===== src/rtl/fp32_add_arbiter_pkg.sv =====
// Shared definitions for the FP32 adder arbiter and its tag pipeline.
package fp32_add_arbiter_pkg;

    localparam int FP_W        = 32;
    localparam int ADD_LAT_DEF = 6;
    localparam int ID_MAX_W    = 3;

    typedef struct packed {
        logic                valid;
        logic [ID_MAX_W-1:0] id;
    } tag_t;

endpackage


===== src/rtl/fp32_add_arbiter_if.sv =====
// Requester-side bundle: operand requests with grant, and tagged responses.
interface fp32_add_arbiter_if #(
    parameter int NREQ = 4,
    parameter int IDW  = 2
);
    import fp32_add_arbiter_pkg::*;

    logic [NREQ-1:0]      req_valid;
    logic [FP_W*NREQ-1:0] req_a;
    logic [FP_W*NREQ-1:0] req_b;
    logic [NREQ-1:0]      req_ready;
    logic [NREQ-1:0]      rsp_valid;
    logic [IDW-1:0]       rsp_id;
    logic [FP_W-1:0]      rsp_data;

    modport master (
        output req_valid, req_a, req_b,
        input  req_ready, rsp_valid, rsp_id, rsp_data
    );

    modport slave (
        input  req_valid, req_a, req_b,
        output req_ready, rsp_valid, rsp_id, rsp_data
    );

endinterface


===== src/rtl/fp32_add_arbiter_rr_arbiter_nreq.sv =====
// Combinational round-robin grant: searches from ptr+1 upward, modulo N.
module rr_arbiter_nreq #(
    parameter int N  = 4,
    parameter int IW = 2
) (
    input  logic [N-1:0]  req,
    input  logic [IW-1:0] ptr,
    output logic [N-1:0]  grant,
    output logic [IW-1:0] gid
);

    int          idx;
    logic [IW-1:0] sel;
    logic        found;

    always_comb begin
        grant = '0;
        gid   = '0;
        found = 1'b0;
        idx   = 0;
        sel   = '0;
        for (int k = 1; k <= N; k++) begin
            idx = (int'(ptr) + k) % N;
            sel = IW'(idx);
            if (!found && req[sel]) begin
                found      = 1'b1;
                grant[sel] = 1'b1;
                gid        = sel;
            end
        end
    end

endmodule


===== src/rtl/fp32_add_arbiter.sv =====
// Shares one fixed-latency FP32 adder among NREQ requesters, returning
// each result to its owner through a tag pipeline matched to the adder.
module fp32_add_arbiter
    import fp32_add_arbiter_pkg::*;
#(
    parameter int NREQ    = 4,
    parameter int ADD_LAT = ADD_LAT_DEF,
    parameter int IDW     = 2
) (
    input  logic            clk_n,
    input  logic            rst_n,
    fp32_add_arbiter_if.slave req_if,
    output logic [FP_W-1:0] add_a,
    output logic [FP_W-1:0] add_b,
    input  logic [FP_W-1:0] add_result,
    output logic            busy
);

    logic [IDW-1:0]  rr_ptr;
    logic [NREQ-1:0] grant;
    logic [IDW-1:0]  gid;
    logic            issue;
    tag_t            tags [ADD_LAT];
    tag_t            last;

    rr_arbiter_nreq #(
        .N  (NREQ),
        .IW (IDW)
    ) u_arb (
        .req   (req_if.req_valid),
        .ptr   (rr_ptr),
        .grant (grant),
        .gid   (gid)
    );

    // Grant is masked in reset so every output reads zero while rst_n is low.
    always_comb begin
        req_if.req_ready = rst_n ? grant : '0;
        issue            = |req_if.req_ready;
    end

    always_comb begin
        add_a = '0;
        add_b = '0;
        for (int i = 0; i < NREQ; i++) begin
            if (req_if.req_ready[i]) begin
                add_a = req_if.req_a[FP_W*i +: FP_W];
                add_b = req_if.req_b[FP_W*i +: FP_W];
            end
        end
    end

    always_ff @(negedge clk_n or negedge rst_n) begin
        if (!rst_n) begin
            rr_ptr <= IDW'(NREQ - 1);
            for (int k = 0; k < ADD_LAT; k++) begin
                tags[k] <= '0;
            end
        end else begin
            if (issue) begin
                rr_ptr <= gid;
            end
            tags[0] <= '{valid: issue, id: ID_MAX_W'(gid)};
            for (int k = 1; k < ADD_LAT; k++) begin
                tags[k] <= tags[k-1];
            end
        end
    end

    assign last = tags[ADD_LAT-1];

    always_comb begin
        req_if.rsp_valid = '0;
        for (int i = 0; i < NREQ; i++) begin
            req_if.rsp_valid[i] = last.valid && (last.id == ID_MAX_W'(i));
        end
        req_if.rsp_id   = last.valid ? last.id[IDW-1:0] : '0;
        req_if.rsp_data = last.valid ? add_result : '0;
    end

    always_comb begin
        busy = 1'b0;
        for (int k = 0; k < ADD_LAT; k++) begin
            busy = busy | tags[k].valid;
        end
    end

endmodule


===== src/flat_wrapper.sv =====
// flat-port wrapper written by rule: the top's interface ports become plain ports
module fp32_add_arbiter_flat import fp32_add_arbiter_pkg::*;
#(
    parameter int NREQ    = 4,
    parameter int ADD_LAT = ADD_LAT_DEF,
    parameter int IDW     = 2
)
  (clk_n, rst_n, add_a, add_b, add_result, busy, req_if_req_valid, req_if_req_a, req_if_req_b, req_if_req_ready, req_if_rsp_valid, req_if_rsp_id, req_if_rsp_data);
  fp32_add_arbiter_if #(.NREQ(NREQ), .IDW(IDW)) req_if_i ();
  input  logic clk_n;
  input  logic rst_n;
  output logic [FP_W-1:0] add_a;
  output logic [FP_W-1:0] add_b;
  input  logic [FP_W-1:0] add_result;
  output logic busy;
  input wire logic [$bits(req_if_i.req_valid)-1:0] req_if_req_valid;
  input wire logic [$bits(req_if_i.req_a)-1:0] req_if_req_a;
  input wire logic [$bits(req_if_i.req_b)-1:0] req_if_req_b;
  output wire logic [$bits(req_if_i.req_ready)-1:0] req_if_req_ready;
  output wire logic [$bits(req_if_i.rsp_valid)-1:0] req_if_rsp_valid;
  output wire logic [$bits(req_if_i.rsp_id)-1:0] req_if_rsp_id;
  output wire logic [$bits(req_if_i.rsp_data)-1:0] req_if_rsp_data;
  assign req_if_i.req_valid = req_if_req_valid;
  assign req_if_i.req_a = req_if_req_a;
  assign req_if_i.req_b = req_if_req_b;
  assign req_if_req_ready = req_if_i.req_ready;
  assign req_if_rsp_valid = req_if_i.rsp_valid;
  assign req_if_rsp_id = req_if_i.rsp_id;
  assign req_if_rsp_data = req_if_i.rsp_data;
  fp32_add_arbiter #(.NREQ(NREQ), .ADD_LAT(ADD_LAT), .IDW(IDW)) u_core (.clk_n(clk_n), .rst_n(rst_n), .req_if(req_if_i), .add_a(add_a), .add_b(add_b), .add_result(add_result), .busy(busy));
endmodule

===== config.mk =====
export PLATFORM = sky130hd
export DESIGN_NAME = fp32_add_arbiter_flat
export DESIGN_NICKNAME = d
export VERILOG_FILES = /design/src/rtl/fp32_add_arbiter_pkg.sv /design/src/rtl/fp32_add_arbiter_if.sv /design/src/rtl/fp32_add_arbiter_rr_arbiter_nreq.sv /design/src/rtl/fp32_add_arbiter.sv /design/src/flat_wrapper.sv
export SDC_FILE = /design/constraint.sdc
export NUM_CORES = 1
export LEC_CHECK = 0
export CAP_MARGIN = 15
export CORE_AREA = 2 2 157 159
export DETAILED_ROUTE_END_ITERATION = 8
export DIE_AREA = 0 0 159 161
export GPL_ROUTABILITY_DRIVEN = 0
export GPL_TIMING_DRIVEN = 0
export PLACE_DENSITY = 0.46
export RECOVER_POWER = 25
export SYNTH_ARGS = -nofsm -noshare
export SYNTH_HDL_FRONTEND = slang
export SYNTH_SLANG_ARGS = --single-unit

===== constraint.sdc =====
create_clock -name clk_n -period 10.8 [get_ports clk_n]
set_input_delay 1.62 -clock clk_n [delete_from_list [all_inputs] [get_ports clk_n]]
set_output_delay 1.62 -clock clk_n [all_outputs]
set_load 0.01 [all_outputs]

==> results.yml <==
grt:
  grt_pass1_wl_um: 34970
  overflow: 0
  antenna_found_initial: 1
  grt_max_degree: 26
  grt_use_total_pct: 17.71
  grt_pass1_vias: 5663
synthesis:
  synth.distinct_cells: 39
  netlist_area_um2: 3045
  async_reset_ff_share_pct: 100.0
  synth_fp_nets: 738
  netlist_instances: 436
  synth_top_area_share_pct: 18.69
  synthTopCellsByArea: "a221oi_1 19%, o31ai_1 16%, dfrtn_1 15%, nor2_1 8.8%, nand2_1 8.3%"
  synth_edf_count: 0
  yosys.area.top_type: "a221oi_1"
  ys_seq_area_share_pct: 16.52
  synth_flop_cell: "dfrtn_1"
  yosys_warnings: 0
  ys_ff_latch: 20
  syn_avg_cell_area_um2: 6.985
pwr:
  comb_power_share_pct: 90.5
  switching_share_pct: 48.56
  seq_power_share_pct: 5.8
  max-vdd-ir-drop_mv: 0.1358
  p_leak_nw: 3.188
  powerDensity_nw_per_um2: 283.1
  switchingPower_mw: 1.147
  p_int_mw: 1.215
  clkPwrFrac_pct: 3.7
  finalPower_mw: 2.362
setup_path:
  critPathSlowestCell: "dfstp_2"
  critPathRequiredTime_ns: 9.18
  end_kind: "primary output"
  cp_cell_sequence: "clkbuf_8 > inv_2 > ha_1 > buf_6 > mux4_2 > nor2b_4 > and3_4 > a311oi_4 > buf_4 > buf_6 > buf_4 > clkbuf_8 > nor2_1 > o31ai_1 > clkdlybuf4s15_1"
  path_delay_family: "buffers and inverters"
  arrival_ns: 9.04
  cp_max_fo: 10
  critical_path.max_stage_delay_ns: 0.54
  path_class: "flop to primary output"
  cp-start-kind: "flop"
  critPathBufInv: 8
final_layout:
  instances_no_fill: 1185
  area_delta_synth_final_pct: 174.0
  final_util_pct: 34.83
  layout.nets: 1162
  regArea_um2: 503.0
  num-fill-cells: 2588
  multi_input_area_um2: 2865
  layout-drive-gt1-share_pct: 22.82
floorplan:
  core_um2: 23960
  start_util_pct: 12.71
  ios: 401
  fp.dieW_um: 159
  num_rows: 57
  dieArea_um2: 25600
  fp.dieH_um: 161
clock_network:
  cts_tree: "built"
  cts_sinks: 20
  clk_pin_slew_ns: 0.04
  root_buffer: "clkbuf_16"
  numCtsBuffers: 3
  insertion_delay_ns: 0.32
  clk_path_buf_depth: 2
  cts_htree_levels: 1
timing:
  slew_viol_final: 0
  whs_ns: 0.2947
  rsz0062_at_grt: "true"
  setup_viol: 0
  fin_setup_tns_ns: 0
  hold_viol_final: 0
  max-slew-margin-rel_pct: 64.04
  worst_pin_slew_ns: 0.5395
  finClkSkew_ns: 0.04575
route:
  drt_iter0_drc: 189
  drt_wl_total_um: 24250
  dr.pass1.iters: 4
  vias: 5262
  drc: 0
  viasPerCell: 4.441
  ant_nets: 0
  wl_per_cell_um: 20.46
placed_design:
  hpwl_um: 19130
  io_buffer_count: 399
  dp.cells: 1159
worst_hold_path:
  hp-class: "flop to flop"
flow_run:
  maxCapViolCount: 0
status:
  status: "finished clean"
cell families (layout without fill, tap and decap cells):
logic type               after synthesis  in the layout  share of synthesized area, %
flip-flops                            20             20                         16.52
AO/OA/AOI/OAI                        152            152                         39.85
adder cells (fa/ha/maj)                8              8                         3.287
buffers and inverters                 58            481                         8.176
multiplexers                           6              6                         3.287
AND/OR/NAND/NOR                      192            192                         28.88
other                                  0              2                             0
stage by stage:
stage,setup WS (ns),instance area (um^2)
after floorplan,0.4780,3045
after global placement,-0.9224,7445
after detailed placement,-0.9186,7445
after CTS,-0.01815,8300
after global routing,-0.06009,8343
final,0.1423,8346
area by class of cell:
| cell class | instances | area share (%) |
|---|---|---|
| plain buffers | 49 | 5.367 |
| well taps | 324 | 4.858 |
| inverters | 7 | 0.3148 |
| flip-flops and latches | 20 | 6.027 |
| multi-input cells | 358 | 34.33 |
| diodes | 2 | 0.05997 |
| clock inverters | 3 | 0.2999 |
| clock buffers | 3 | 0.8996 |
| repair buffers | 419 | 47.84 |
cell usage in the layout (no fill, tap or decap), drive strengths merged, types with 5 or more instances in the layout:
cell,n
clkdlybuf4s50,334
nor2,71
nand2,67
a221oi,65
o31ai,64
buf,60
clkbuf,55
and2,34
dfrtn,18
clkdlybuf4s15,16
inv,9
a21oi,8
ha,8
nor3b,5
dlygate4sd2,5
flip-flops by register name, summed over array words and instances, names as in the netlist:
name,cells
u_core.rr_ptr,2
u_core.tags,15
u_core.last,3
path summary, 6_finish.rpt:
| path | cells past startpoint | slack, ns | from | end |
|---|---|---|---|---|
| max reg2reg | 12 | 7.34 | u_core.rr_ptr[1] | u_core.rr_ptr[0] |
| min reg2reg | 0 | 0.29 | u_core.tags[20] | u_core.tags[16] |
| max in group asynchronous | 2 | 3.14 | rst_n | u_core.rr_ptr[1] |
| max | 15 | 0.14 | u_core.rr_ptr[1] | add_b[20] |
| min | 0 | 0.29 | u_core.tags[20] | u_core.tags[16] |
| min in group asynchronous | 1 | 7.04 | rst_n | u_core.tags[4] |
metal layers:
layer  wire [um]  part of all wire, %  global-route usage (%)  vias to the layer above
met5           0                    0                       0                        -
met4         563                  2.3                   3.347                        0
met3        1829                  7.5                   4.417                       32
met2       12720                   52                   34.17                      300
met1        9131                   38                   19.69                     2429
li1            -                    -                       -                     2501
synthesized netlist by cell type, drive strengths merged, types with 2 or more instances:
cell    count
a221oi     65
o31ai      64
nand2      67
and3b       2
and3        3
nor2       71
inv         8
nor2b       2
nor3b       5
nand3b      2
dfstp       2
mux4        3
o211ai      2
clkbuf     27
o21ai       2
a21o        2
o21a        3
a21oi       8
dfrtn      18
ha          8
mux2        2
and2       34
buf        23
power by group through the flow:
| stage | registers [mW] | logic (mW) | clock network [mW] |
|---|---|---|---|
| 2_1_floorplan | 0.137 | 0.915 | 0.00174 |
| 3_3_place_gp | 0.143 | 1.96 | 0.00174 |
| 3_5_place_dp | 0.144 | 1.95 | 0.00174 |
| 4_1_cts | 0.137 | 2.14 | 0.0900 |
| 5_1_grt | 0.143 | 2.31 | 0.0942 |
| 6_report | 0.137 | 2.14 | 0.0877 |
what timing repair did:
action | 4_1_cts | 5_1_grt
cloned | 2 | 1
setup endpoints to repair | 67 | 66
hold buffers | 0 | 0
resized for setup | 308 | 97
pin swaps | 5 | 3
setup buffers | 13 | 3
No activity file was read; power rests on OpenSTA's default activity.
